`config.mk`:
```
export PLATFORM = sky130hd
export DESIGN_NAME = fifo_vr_pkt
export DESIGN_NICKNAME = d
export VERILOG_FILES = /design/src/rtl/fifo_vr_pkt.sv
export SDC_FILE = /design/constraint.sdc
export NUM_CORES = 1
export LEC_CHECK = 0
export CAP_MARGIN = 30
export CORE_MARGIN = 4
export CORE_UTILIZATION = 48
export DETAILED_ROUTE_END_ITERATION = 6
export PLACE_DENSITY = 0.75
export SYNTH_ARGS = -nofsm -noshare
export SYNTH_HDL_FRONTEND = slang
export SYNTH_SLANG_ARGS = --single-unit
```
`constraint.sdc`:
```
create_clock -name clk -period 2.2 [get_ports clk]
set_input_delay 0.22 -clock clk [delete_from_list [all_inputs] [get_ports clk]]
set_output_delay 0.22 -clock clk [all_outputs]
set_load 0.05 [all_outputs]
```
`src/rtl/fifo_vr_pkt.sv`:
```
// -----------------------------------------------------------------------------
// fifo_vr_pkt
//
// Valid-ready FIFO for accelerator datapaths with arbitrary depth, fill-level /
// packet-count / almost-full / almost-empty status, and an optional
// store-and-forward packet mode with a cut-through fallback for packets that
// are larger than the FIFO itself.
//
// Ready and valid depend only on registered state plus the control inputs
// (nrst, sync_rst, en); data_out_ready never reaches data_in_ready.
//
// Parameters
//   DEPTH       number of entries (>= 2, need not be a power of two)
//   DATA_W      payload width
//   PKT_MODE    0 = stream, 1 = store-and-forward on data_in_last
//   AFULL_LVL   almost_full when level >= AFULL_LVL
//   AEMPTY_LVL  almost_empty when level <= AEMPTY_LVL
//   CNT_W       width of level / pkt_count
//
// Ports
//   clk            rising-edge clock
//   nrst           synchronous active-low reset
//   en             enable; low freezes all state and drops ready/valid
//   sync_rst       synchronous local clear (same effect as nrst low)
//   data_in        write payload
//   data_in_last   write beat ends its packet
//   data_in_valid  write request
//   data_in_ready  FIFO can accept a beat
//   data_out       head payload
//   data_out_last  head beat ends its packet
//   data_out_valid head beat is available
//   data_out_ready consumer takes the head beat
//   level          stored beats, 0..DEPTH
//   pkt_count      complete packets stored
//   almost_full    level >= AFULL_LVL
//   almost_empty   level <= AEMPTY_LVL
// -----------------------------------------------------------------------------
module fifo_vr_pkt #(
  parameter int DEPTH      = 4,
  parameter int DATA_W     = 32,
  parameter bit PKT_MODE   = 1'b0,
  parameter int AFULL_LVL  = DEPTH - 1,
  parameter int AEMPTY_LVL = 1,
  parameter int CNT_W      = $clog2(DEPTH + 1)
) (
  input  logic              clk,
  input  logic              nrst,
  input  logic              en,
  input  logic              sync_rst,
  input  logic [DATA_W-1:0] data_in,
  input  logic              data_in_last,
  input  logic              data_in_valid,
  output logic              data_in_ready,
  output logic [DATA_W-1:0] data_out,
  output logic              data_out_last,
  output logic              data_out_valid,
  input  logic              data_out_ready,
  output logic [CNT_W-1:0]  level,
  output logic [CNT_W-1:0]  pkt_count,
  output logic              almost_full,
  output logic              almost_empty
);

  localparam int               PTR_W    = (DEPTH > 1) ? $clog2(DEPTH) : 1;
  localparam logic [PTR_W-1:0] PTR_LAST = PTR_W'(DEPTH - 1);
  localparam logic [CNT_W-1:0] DEPTH_C  = CNT_W'(DEPTH);
  localparam logic [CNT_W-1:0] AFULL_C  = CNT_W'(AFULL_LVL);
  localparam logic [CNT_W-1:0] AEMPTY_C = CNT_W'(AEMPTY_LVL);

  // Storage: {payload, last}. Not reset; contents are only meaningful
  // between rd_ptr and wr_ptr.
  logic [DATA_W:0]    mem_q [DEPTH];

  logic [PTR_W-1:0]   wr_ptr_q, wr_ptr_d;
  logic [PTR_W-1:0]   rd_ptr_q, rd_ptr_d;
  logic [CNT_W-1:0]   level_q, level_d;
  logic [CNT_W-1:0]   pkt_q, pkt_d;
  logic               ct_q, ct_d;

  logic               clr;
  logic               run;
  logic               wr_shake;
  logic               rd_shake;
  logic               wr_last;
  logic               rd_last;
  logic               head_last;
  logic               have_pkt;

  assign clr = !nrst || sync_rst;
  assign run = !clr && en;

  // Head entry is read straight from the array; only valid when
  // data_out_valid is high.
  assign data_out      = mem_q[rd_ptr_q][DATA_W:1];
  assign head_last     = mem_q[rd_ptr_q][0];
  assign data_out_last = head_last;

  // In packet mode the head may only leave once a complete packet is held,
  // or once cut-through has been forced because the FIFO filled with a
  // single unterminated packet.
  assign have_pkt = PKT_MODE ? ((pkt_q != '0) || ct_q) : 1'b1;

  assign data_in_ready  = run && (level_q < DEPTH_C);
  assign data_out_valid = run && have_pkt && (level_q != '0);

  assign wr_shake = data_in_valid && data_in_ready;
  assign rd_shake = data_out_valid && data_out_ready;
  assign wr_last  = wr_shake && data_in_last;
  assign rd_last  = rd_shake && head_last;

  assign level        = level_q;
  assign pkt_count    = pkt_q;
  assign almost_full  = (level_q >= AFULL_C);
  assign almost_empty = (level_q <= AEMPTY_C);

  always_comb begin
    wr_ptr_d = wr_ptr_q;
    rd_ptr_d = rd_ptr_q;
    level_d  = level_q;
    pkt_d    = pkt_q;
    ct_d     = ct_q;

    // Explicit wrap so that non-power-of-two depths work.
    if (wr_shake) begin
      wr_ptr_d = (wr_ptr_q == PTR_LAST) ? '0 : wr_ptr_q + 1'b1;
    end
    if (rd_shake) begin
      rd_ptr_d = (rd_ptr_q == PTR_LAST) ? '0 : rd_ptr_q + 1'b1;
    end

    case ({wr_shake, rd_shake})
      2'b10:   level_d = level_q + 1'b1;
      2'b01:   level_d = level_q - 1'b1;
      default: level_d = level_q;
    endcase

    case ({wr_last, rd_last})
      2'b10:   pkt_d = pkt_q + 1'b1;
      2'b01:   pkt_d = pkt_q - 1'b1;
      default: pkt_d = pkt_q;
    endcase

    // A full FIFO with no complete packet can never make progress in
    // store-and-forward mode, so switch to cut-through until the last
    // beat of the head packet has been read. Frozen while en is low.
    if (PKT_MODE && run) begin
      if (rd_last) begin
        ct_d = 1'b0;
      end else if ((level_q == DEPTH_C) && (pkt_q == '0)) begin
        ct_d = 1'b1;
      end
    end
  end

  always_ff @(posedge clk) begin
    if (clr) begin
      wr_ptr_q <= '0;
      rd_ptr_q <= '0;
      level_q  <= '0;
      pkt_q    <= '0;
      ct_q     <= 1'b0;
    end else begin
      wr_ptr_q <= wr_ptr_d;
      rd_ptr_q <= rd_ptr_d;
      level_q  <= level_d;
      pkt_q    <= pkt_d;
      ct_q     <= ct_d;
    end
  end

  always_ff @(posedge clk) begin
    if (wr_shake) begin
      mem_q[wr_ptr_q] <= {data_in, data_in_last};
    end
  end

endmodule

```
==> impl_metrics.tcl, run 1 <==
set metrics [dict create \
    powerDensity_nw_per_um2 830 \
    rsz0062_at_grt "true" \
    met3_length_um 604 \
    ant_nets 0 \
    wl_met1_um 4120 \
    path_delay_family "multiplexers" \
    status "finished, final reports clean" \
    crit_path_start_kind "flip-flop" \
    routabilityCongestion 0.734 \
    slew_violations 0 \
    ys_seq_elements 144 \
    grt_max_degree 33 \
    clkSinkCount 144 \
    routed_wl_um 10100 \
    post_cts_buffers 0 \
    cp-end-kind "flip-flop" \
    antenna_found_initial 0 \
    h-tree-depth 4 \
    cp_max_fo 2 \
    pwr-share-comb 0.040 \
    path_cells "mux4_2 -> and3_4 -> ha_4 -> fa_2 -> xnor2_1 -> or3_1 -> a21oi_1" \
    highest_layer "met4" \
    required_ns 2.53 \
    wl_met2_um 5270 \
    synth_area_per_cell_um2 21.5 \
    grt_pass1_wl_um 15800 \
    reg2reg_depth 7 \
    ys_seq_area_frac 0.762 \
    worstMarginPinSlew_ns 0.510 \
    die_w_um 115 \
    leakage_uw 0.00254 \
    drt_iter0_markers 149 \
    cts_tree "done" \
    path_buf_inv 0 \
    hpwlAfterDp_um 6480 \
    die_y_um 115 \
    ys_warn_count 0 \
    final_common_cell "edfxtp_1" \
    finalSetupViolCount 0 \
    core-area_um2 11000 \
    max_freq_mhz 455 \
    via_per_inst 5.31 \
    grt_pass1_vias 2998 \
    layoutNonFillerInstCount 520 \
    pwr-share-seq 0.489 \
    routedWlPerCell_um 19.4 \
    post-route-min-period_ns 2.20 \
    fin_crit_sh 1.00 \
    maxCapViolCount 0 \
    preCtsSetupSlack_ns -0.290 \
    worstSetupPathType "reg -> reg" \
    final_hold_viol_count 0 \
    vias 2762 \
    dr.pass1.iters 4 \
    std_cell_rows 38 \
    grt-ovfl-total 0 \
    final.setup.worst_slack_ns 0.000331 \
    clk_latency_ns 0.40 \
    fillers 747 \
    clockPowerShare 0.472 \
    cts_buffers 17 \
    arrival_ns 2.53 \
    cp_slowest_cell "mux4_2" \
    ys_types 30 \
    final_core_util 0.672 \
    clk_pin_slew_ns 0.06 \
    drc 0 \
    max-clock-path-buffers 2 \
    cp_slowest_stage_delay_ns 0.54 \
    syn-cell-area_um2 5510 \
    start_util 0.500 \
    syn2layout_area_growth_pct 34.4 \
    grt_usage 0.163 \
    netSwitchingFraction 0.199 \
    cp.depth 7 \
    rrSetupSlack_ns 0.0003 \
    hp-class "in -> reg" \
    clock_skew_ns 0.00524 \
    n_antenna_cell 0 \
    port_buffers 81 \
    worst_ir_drop_vdd_v 0.000582 \
    p_int_uw 4920 \
    hold_slack_ns 0.442 \
    p_sw_uw 1220 \
    rr_endpoint "pkt_count[2]" \
    slew_headroom 0.659 \
    cts_root_buf "clkbuf_16" \
    fin_nets 419 \
    pin_count 82 \
    synth_fp_nets 308 \
    setup_tns_ns 0 \
    drive_gt1_frac 0.337 \
    place_inst 488 \
    postSynthCellCount 256 \
    dieArea_um2 13300 \
    final_cell_mix "132 x edfxtp_1, 44 x clkdlybuf4s50_1, 34 x buf_4, 31 x mux4_2, 22 x buf_12" \
    crit_path_end "pkt_count[2]" \
]
cell type report:
| type | count | area [µm²] | share of cell area |
|---|---|---|---|
| inverters | 8 | 30.0 | 0.00405 |
| clock buffers | 18 | 429 | 0.0579 |
| multi-input cells | 94 | 1230 | 0.166 |
| flip-flops and latches | 144 | 4210 | 0.568 |
| well taps | 140 | 175 | 0.0236 |
| clock inverters | 14 | 179 | 0.0241 |
| repair buffers | 102 | 1150 | 0.156 |
repair_timing:
action,4_1_cts,5_1_grt
gates resized for setup,4,2
endpoints found under the setup margin,34,25
pin swaps,0,0
hold buffers,0,0
flip-flops by register name (all words and copies together), names as in the netlist, named ones only:
name,flops
level,3
wr_ptr_q,2
pkt_count,3
mem_q,132
rd_ptr_q,2
kinds of logic after synthesis:
group	count (synthesis)	synth area share
compound gates	13	0.0150
xor+xnor	4	0.00635
fa+ha+maj	13	0.0309
buf+inv	18	0.0186
flops	144	0.762
mux	34	0.138
simple gates	30	0.0288
worst register-to-register path, stage by stage, from the launching register on:
cell	delay, ns
dfxtp_4	0.36
mux4_2	0.55
and3_4	0.18
ha_4	0.16
fa_2	0.33
xnor2_1	0.13
or3_1	0.30
a21oi_1	0.12
synthesized netlist by cell type:
cell type	n	area, µm²
fa_1	1	20.0
or3_1	1	6.26
o211ai_1	1	7.51
clkbuf_1	2	7.51
nand2_1	5	18.8
dfxtp_1	12	240
a211oi_1	1	7.51
xnor2_1	1	8.76
buf_2	4	20.0
mux4_1	2	52.6
mux4_2	31	698
buf_6	4	45.0
o31ai_1	3	22.5
mux2i_1	1	10.0
and2_1	1	6.26
a31oi_1	1	6.26
and3_1	6	37.5
and4b_1	1	10.0
o21ai_0	3	15.0
nor2b_1	2	12.5
o32ai_1	1	8.76
nor2_1	8	30.0
nor4bb_1	1	10.0
nand3_1	3	15.0
ha_1	12	150
edfxtp_1	132	3960
inv_1	8	30.0
a21oi_1	3	15.0
nand2b_1	2	12.5
xor2_1	3	26.3
metal layers:
metal / up-vias / GRT usage
met3: 11 / 0.0558
met2: 75 / 0.278
met5: - / 0
li1: 1276 / -
met4: 0 / 0.0469
met1: 1400 / 0.198
stage by stage:
stage,total power (µW),instance area [µm²]
2_1_floorplan,3150,5540
3_3_place_gp,3300,6790
3_5_place_dp,3310,6790
4_1_cts,6210,7400
5_1_grt,6360,7410
6_report,6150,7410
power by group through the flow:
stage          sequential, µW  combinational (µW)  clock, µW
3_3_place_gp             3060                 237          0
5_1_grt                  3000                 258       3100
4_1_cts                  3010                 247       2960
2_1_floorplan            3070                87.5          0
3_5_place_dp             3060                 245          0
6_report                 3000                 244       2900
worst min-delay path by stage:
stage,from,to,cells after the start
floorplan,data_in_last,mem_q[0][0],0
global placement,rd_ptr_q[1],flip-flop,2
detailed placement,rd_ptr_q[1],flip-flop,2
CTS,data_in[17],mem_q[0][18],1
global route,data_in[17],mem_q[2][18],1
finish,data_in[17],mem_q[0][18],1
(Power assumes the default switching activity.)
==> inputs of run 2 (changes only) <==
ABC_CLOCK_PERIOD_IN_PS = 2200   (was unset)
CORE_MARGIN = unset   (was 4)
==> run 2 against run 1 <==
Combinational power hardly changed; the run now ends with negative setup slack left; count of clock-buffer cells in the layout is 1 lower; cell area down 0.42%; sequential cell count did not move; global-route usage is 1.9 points higher; die area is 10% lower; total power is 1.2% lower; routed wire length decreased by 6.1%; critical endpoint unchanged; critical path depth stayed put; final cell count did not move.
==> impl_metrics.tcl, run 2 (synthesis gave the netlist of run 1 again) <==
set metrics [dict create \
    n_antenna_cell 0 \
    h-tree-depth 4 \
    worstMarginPinSlew_ns 0.505 \
    grt_pass1_wl_um 15100 \
    cts_root_buf "clkbuf_16" \
    hp-class "in -> reg" \
    ant_nets 0 \
    routed_wl_um 9480 \
    powerDensity_nw_per_um2 823 \
    path_delay_family "multiplexers" \
    met3_length_um 682 \
    drc 0 \
    cp_slowest_cell "mux4_2" \
    grt_usage 0.182 \
    status "complete, but fails checks" \
    required_ns 2.54 \
    clock_skew_ns 0.00676 \
    slew_violations 0 \
    hpwlAfterDp_um 5740 \
    slew_headroom 0.662 \
    drive_gt1_frac 0.342 \
    syn2layout_area_growth_pct 33.8 \
    clk_pin_slew_ns 0.06 \
    std_cell_rows 38 \
    grt-ovfl-total 0 \
    worstSetupPathType "reg -> reg" \
    fin_nets 420 \
    rsz0062_at_grt "true" \
    cp_slowest_stage_delay_ns 0.54 \
    clk_latency_ns 0.41 \
    largest_reg_flops 132 \
    top_register "mem_q" \
    highest_layer "met4" \
    final_cell_mix "132 x edfxtp_1, 44 x clkdlybuf4s50_1, 37 x buf_4, 31 x mux4_2, 20 x buf_12" \
    p_int_uw 4890 \
    cts_tree "done" \
    cp_max_fo 2 \
    final.setup.worst_slack_ns -0.0143 \
    clockPowerShare 0.465 \
    post-route-min-period_ns 2.21 \
    layoutNonFillerInstCount 520 \
    cts_buffers 17 \
    crit_path_start_kind "flip-flop" \
    drt_iter0_markers 144 \
    vias 2786 \
    pwr-share-seq 0.495 \
    grt_max_degree 33 \
    dr.pass1.iters 4 \
    finalSetupViolCount 1 \
    dieArea_um2 11900 \
    leakage_uw 0.00252 \
    post_cts_buffers 0 \
    ctsHoldBuffers 0 \
    via_per_inst 5.36 \
    max-clock-path-buffers 2 \
    cp-end-kind "flip-flop" \
    worst_ir_drop_vdd_v 0.000587 \
    pin_count 82 \
    routedWlPerCell_um 18.2 \
    pwr-share-comb 0.040 \
    core-area_um2 11000 \
    clkSinkCount 144 \
    antenna_found_initial 0 \
    p_sw_uw 1180 \
    arrival_ns 2.56 \
    start_util 0.500 \
    place_inst 489 \
    path_buf_inv 0 \
    die_w_um 109 \
    final_common_cell "edfxtp_1" \
    final_hold_viol_count 0 \
    violations "negative setup slack" \
    fin_crit_sh 1.01 \
    path_cells "mux4_2 -> and3_4 -> ha_4 -> fa_2 -> xnor2_1 -> or3_1 -> a21oi_2" \
    power.total_uw 6070 \
    grt_pass1_vias 2911 \
    netSwitchingFraction 0.195 \
    maxCapViolCount 0 \
    port_buffers 81 \
    die_y_um 109 \
    wl_met1_um 4130 \
    wl_met2_um 4570 \
    routabilityCongestion 0.707 \
    max_freq_mhz 452 \
]
## run 2: path summary, 6_finish.rpt
path                     from      endpoint  slack (ns)  depth (start not counted)
setup reg to reg    flip-flop  pkt_count[2]       -0.01                          7
setup / recovery    flip-flop  pkt_count[2]       -0.01                          7
hold reg to reg   rd_ptr_q[1]     flip-flop        0.51                          2
hold / removal     data_in[6]   mem_q[1][7]        0.44                          1
## run 2: metrics by stage
stage / area, µm² / utilization / setup TNS [ns] / hold slack [ns] / setup WS [ns]
after floorplan: 5540 / - / -0.191 / 0.319 / -0.191
after global placement: 6770 / 0.614 / -0.234 / 0.478 / -0.234
after detailed placement: 6770 / 0.614 / -0.341 / 0.489 / -0.291
after CTS: 7370 / 0.668 / -0.00667 / 0.423 / -0.00667
after global routing: 7380 / 0.669 / -0.0946 / 0.432 / -0.0936
final: 7380 / 0.669 / -0.0143 / 0.443 / -0.0143
## run 2: repair_timing
item / 4_1_cts / 5_1_grt
hold endpoints to repair: 0 / 0
resized for setup: 5 / 2
setup endpoints to repair: 34 / 2
## run 2: final cells by class
| cell class | count | area [µm²] |
|---|---|---|
| flip-flops and latches | 144 | 4210 |
| fillers | 751 | 3650 |
| multi-input cells | 94 | 1240 |
| repair buffers | 103 | 1140 |
| clock buffers | 17 | 425 |
| well taps | 140 | 175 |
| clock inverters | 14 | 165 |
| inverters | 8 | 30.0 |
## run 2: power groups by stage
stage	Clock [µW]	Sequential (µW)	Combinational, µW
after global routing	3010	3010	259
final	2820	3010	243
after global placement	0	3060	237
after detailed placement	0	3060	244
after floorplan	0	3070	87.5
after CTS	2900	3010	245
## run 2: layer usage
metal / vias to the layer above / GRT usage
li1: 1270 / -
met1: 1408 / 0.233
met2: 101 / 0.280
met3: 7 / 0.0693
met4: 0 / 0.0752
met5: - / 0
==> inputs of run 3 (changes only) <==
CORE_UTILIZATION = 55   (was 48)
DONT_BUFFER_PORTS = 1   (was unset)
PLACE_DENSITY = 0.73   (was 0.75)
==> run 3 against run 2 <==
Largest cell class unchanged; the run now ends clean; register-to-register slack improved by 0.02 ns; largest power group unchanged; total power fell by 1.3%; count of clock-buffer cells in the layout rose by 2.
==> impl_metrics.tcl, run 3 (synthesis gave the netlist of run 1 again) <==
set metrics [dict create \
    n_antenna_cell 0 \
    pin_count 82 \
    post-route-min-period_ns 2.20 \
    powerDensity_nw_per_um2 870 \
    path_buf_inv 0 \
    grt_pass1_vias 2803 \
    std_cell_rows 36 \
    grt_pass1_wl_um 15000 \
    hold_depth 2 \
    hpwlAfterDp_um 5790 \
    status "finished, final reports clean" \
    min_from "nrst" \
    cts_root_buf "clkbuf_8" \
    routed_wl_um 9800 \
    top_register "mem_q" \
    routedWlPerCell_um 20.7 \
    largest_reg_flops 132 \
    leakage_uw 0.00229 \
    ant_nets 0 \
    port_buffers 0 \
    clk_latency_ns 0.52 \
    required_ns 2.65 \
    grt-ovfl-total 0 \
    worstSetupPathType "reg -> reg" \
    worstMarginPinSlew_ns 0.618 \
    clockPowerShare 0.466 \
    dieArea_um2 10400 \
    cp_slowest_cell "mux4_2" \
    drc 0 \
    fin_nets 380 \
    cts_buffers 17 \
    routabilityCongestion 0.715 \
    final_common_cell "edfxtp_1" \
    grt_usage 0.209 \
    clk_pin_slew_ns 0.06 \
    power.total_uw 5990 \
    core-area_um2 9730 \
    grt_max_degree 33 \
    max-clock-path-buffers 2 \
    pwr-share-comb 0.032 \
    dr.pass1.iters 4 \
    regArea_um2 4210 \
    crit_path_start_kind "flip-flop" \
    p_sw_uw 1190 \
    arrival_ns 2.64 \
    pwr-share-seq 0.502 \
    netSwitchingFraction 0.198 \
    multi_input_area_um2 1240 \
    maxCapViolCount 0 \
    path_cells "mux4_2 -> and3_4 -> ha_4 -> fa_2 -> xnor2_1 -> or3_1 -> a21oi_1" \
    die_y_um 102 \
    start_util 0.567 \
    die_w_um 102 \
    finalSetupViolCount 0 \
    max_freq_mhz 456 \
    rr_endpoint "pkt_count[2]" \
    fin_crit_sh 0.998 \
    cp_max_fo 3 \
    hp-class "in -> reg" \
    syn2layout_area_growth_pct 25.0 \
    slew_violations 0 \
    rsz0062_at_grt "true" \
    slew_headroom 0.588 \
    clock_skew_ns 0.00543 \
    drt_iter0_markers 129 \
    via_per_inst 5.55 \
    vias 2630 \
    p_int_uw 4810 \
    setup_tns_ns 0 \
    final_hold_viol_count 0 \
    final_core_util 0.708 \
    cp-end-kind "flip-flop" \
    rrSetupSlack_ns 0.005 \
    cp_slowest_stage_delay_ns 0.53 \
    final_cell_mix "132 x edfxtp_1, 38 x dlygate4sd3_1, 32 x mux4_2, 19 x buf_4, 16 x clkbuf_16" \
    reg2reg_depth 7 \
    fillers 609 \
    hold_end "pkt_count[1]" \
    clkSinkCount 144 \
    cts_tree "done" \
    antenna_found_initial 0 \
    path_delay_family "multiplexers" \
    drive_gt1_frac 0.290 \
    worst_ir_drop_vdd_v 0.000455 \
    h-tree-depth 4 \
]
-- run 3: what timing repair did --
| item | 4_1_cts | 5_1_grt |
|---|---|---|
| hold buffers | 38 | 0 |
| setup buffers | 0 | 1 |
| endpoints found under the setup margin | 32 | 17 |
| endpoints found under the hold margin | 139 | 0 |
| cloned | 1 | 0 |
| resized for setup | 5 | 0 |
-- run 3: power by group through the flow --
stage               combinational (µW)  clock (µW)  sequential (µW)
floorplan                         87.5           0             3070
global placement                   110           0             3060
detailed placement                 111           0             3070
CTS                                191        2850             3010
global route                       205        2960             3010
finish                             192        2800             3010
-- run 3: cell type report --
type / instances / area share
clock inverter: 13 / 0.0236
clock buffer: 19 / 0.0612
inverter: 8 / 0.00436
sequential: 144 / 0.611
tap: 133 / 0.0241
multi-input combinational: 94 / 0.180
timing repair buffer: 63 / 0.0951
-- run 3: metrics by stage --
| step | cells | setup slack (ns) | cell area, µm² | hold slack (ns) |
|---|---|---|---|---|
| CTS | 473 | -0.0163 | 6880 | 0.0383 |
| global route | 474 | -0.0867 | 6890 | 0.0538 |
| global placement | 402 | 0.0805 | 5880 | 0.319 |
| floorplan | 256 | -0.191 | 5540 | 0.319 |
| detailed placement | 402 | 0.0583 | 5880 | 0.319 |
| finish | 474 | 0.00494 | 6890 | 0.0679 |
-- run 3: worst max-delay path by stage --
stage	start	end	slack [ns]	cells after the start
after floorplan	flip-flop	pkt_count[2]	-0.19	8
after global placement	flip-flop	pkt_count[2]	0.08	7
after detailed placement	flip-flop	pkt_count[2]	0.06	7
after CTS	flip-flop	pkt_count[2]	-0.02	7
after global routing	flip-flop	pkt_count[2]	-0.09	7
final	flip-flop	pkt_count[2]	0.005	7
-- run 3: metal layers --
metal	up-vias	wire, µm	global-route usage
met4	0	62	0.0714
met2	87	5070	0.345
met1	1343	3950	0.242
li1	1193	-	-
met3	7	708	0.0958
met5	-	0	0
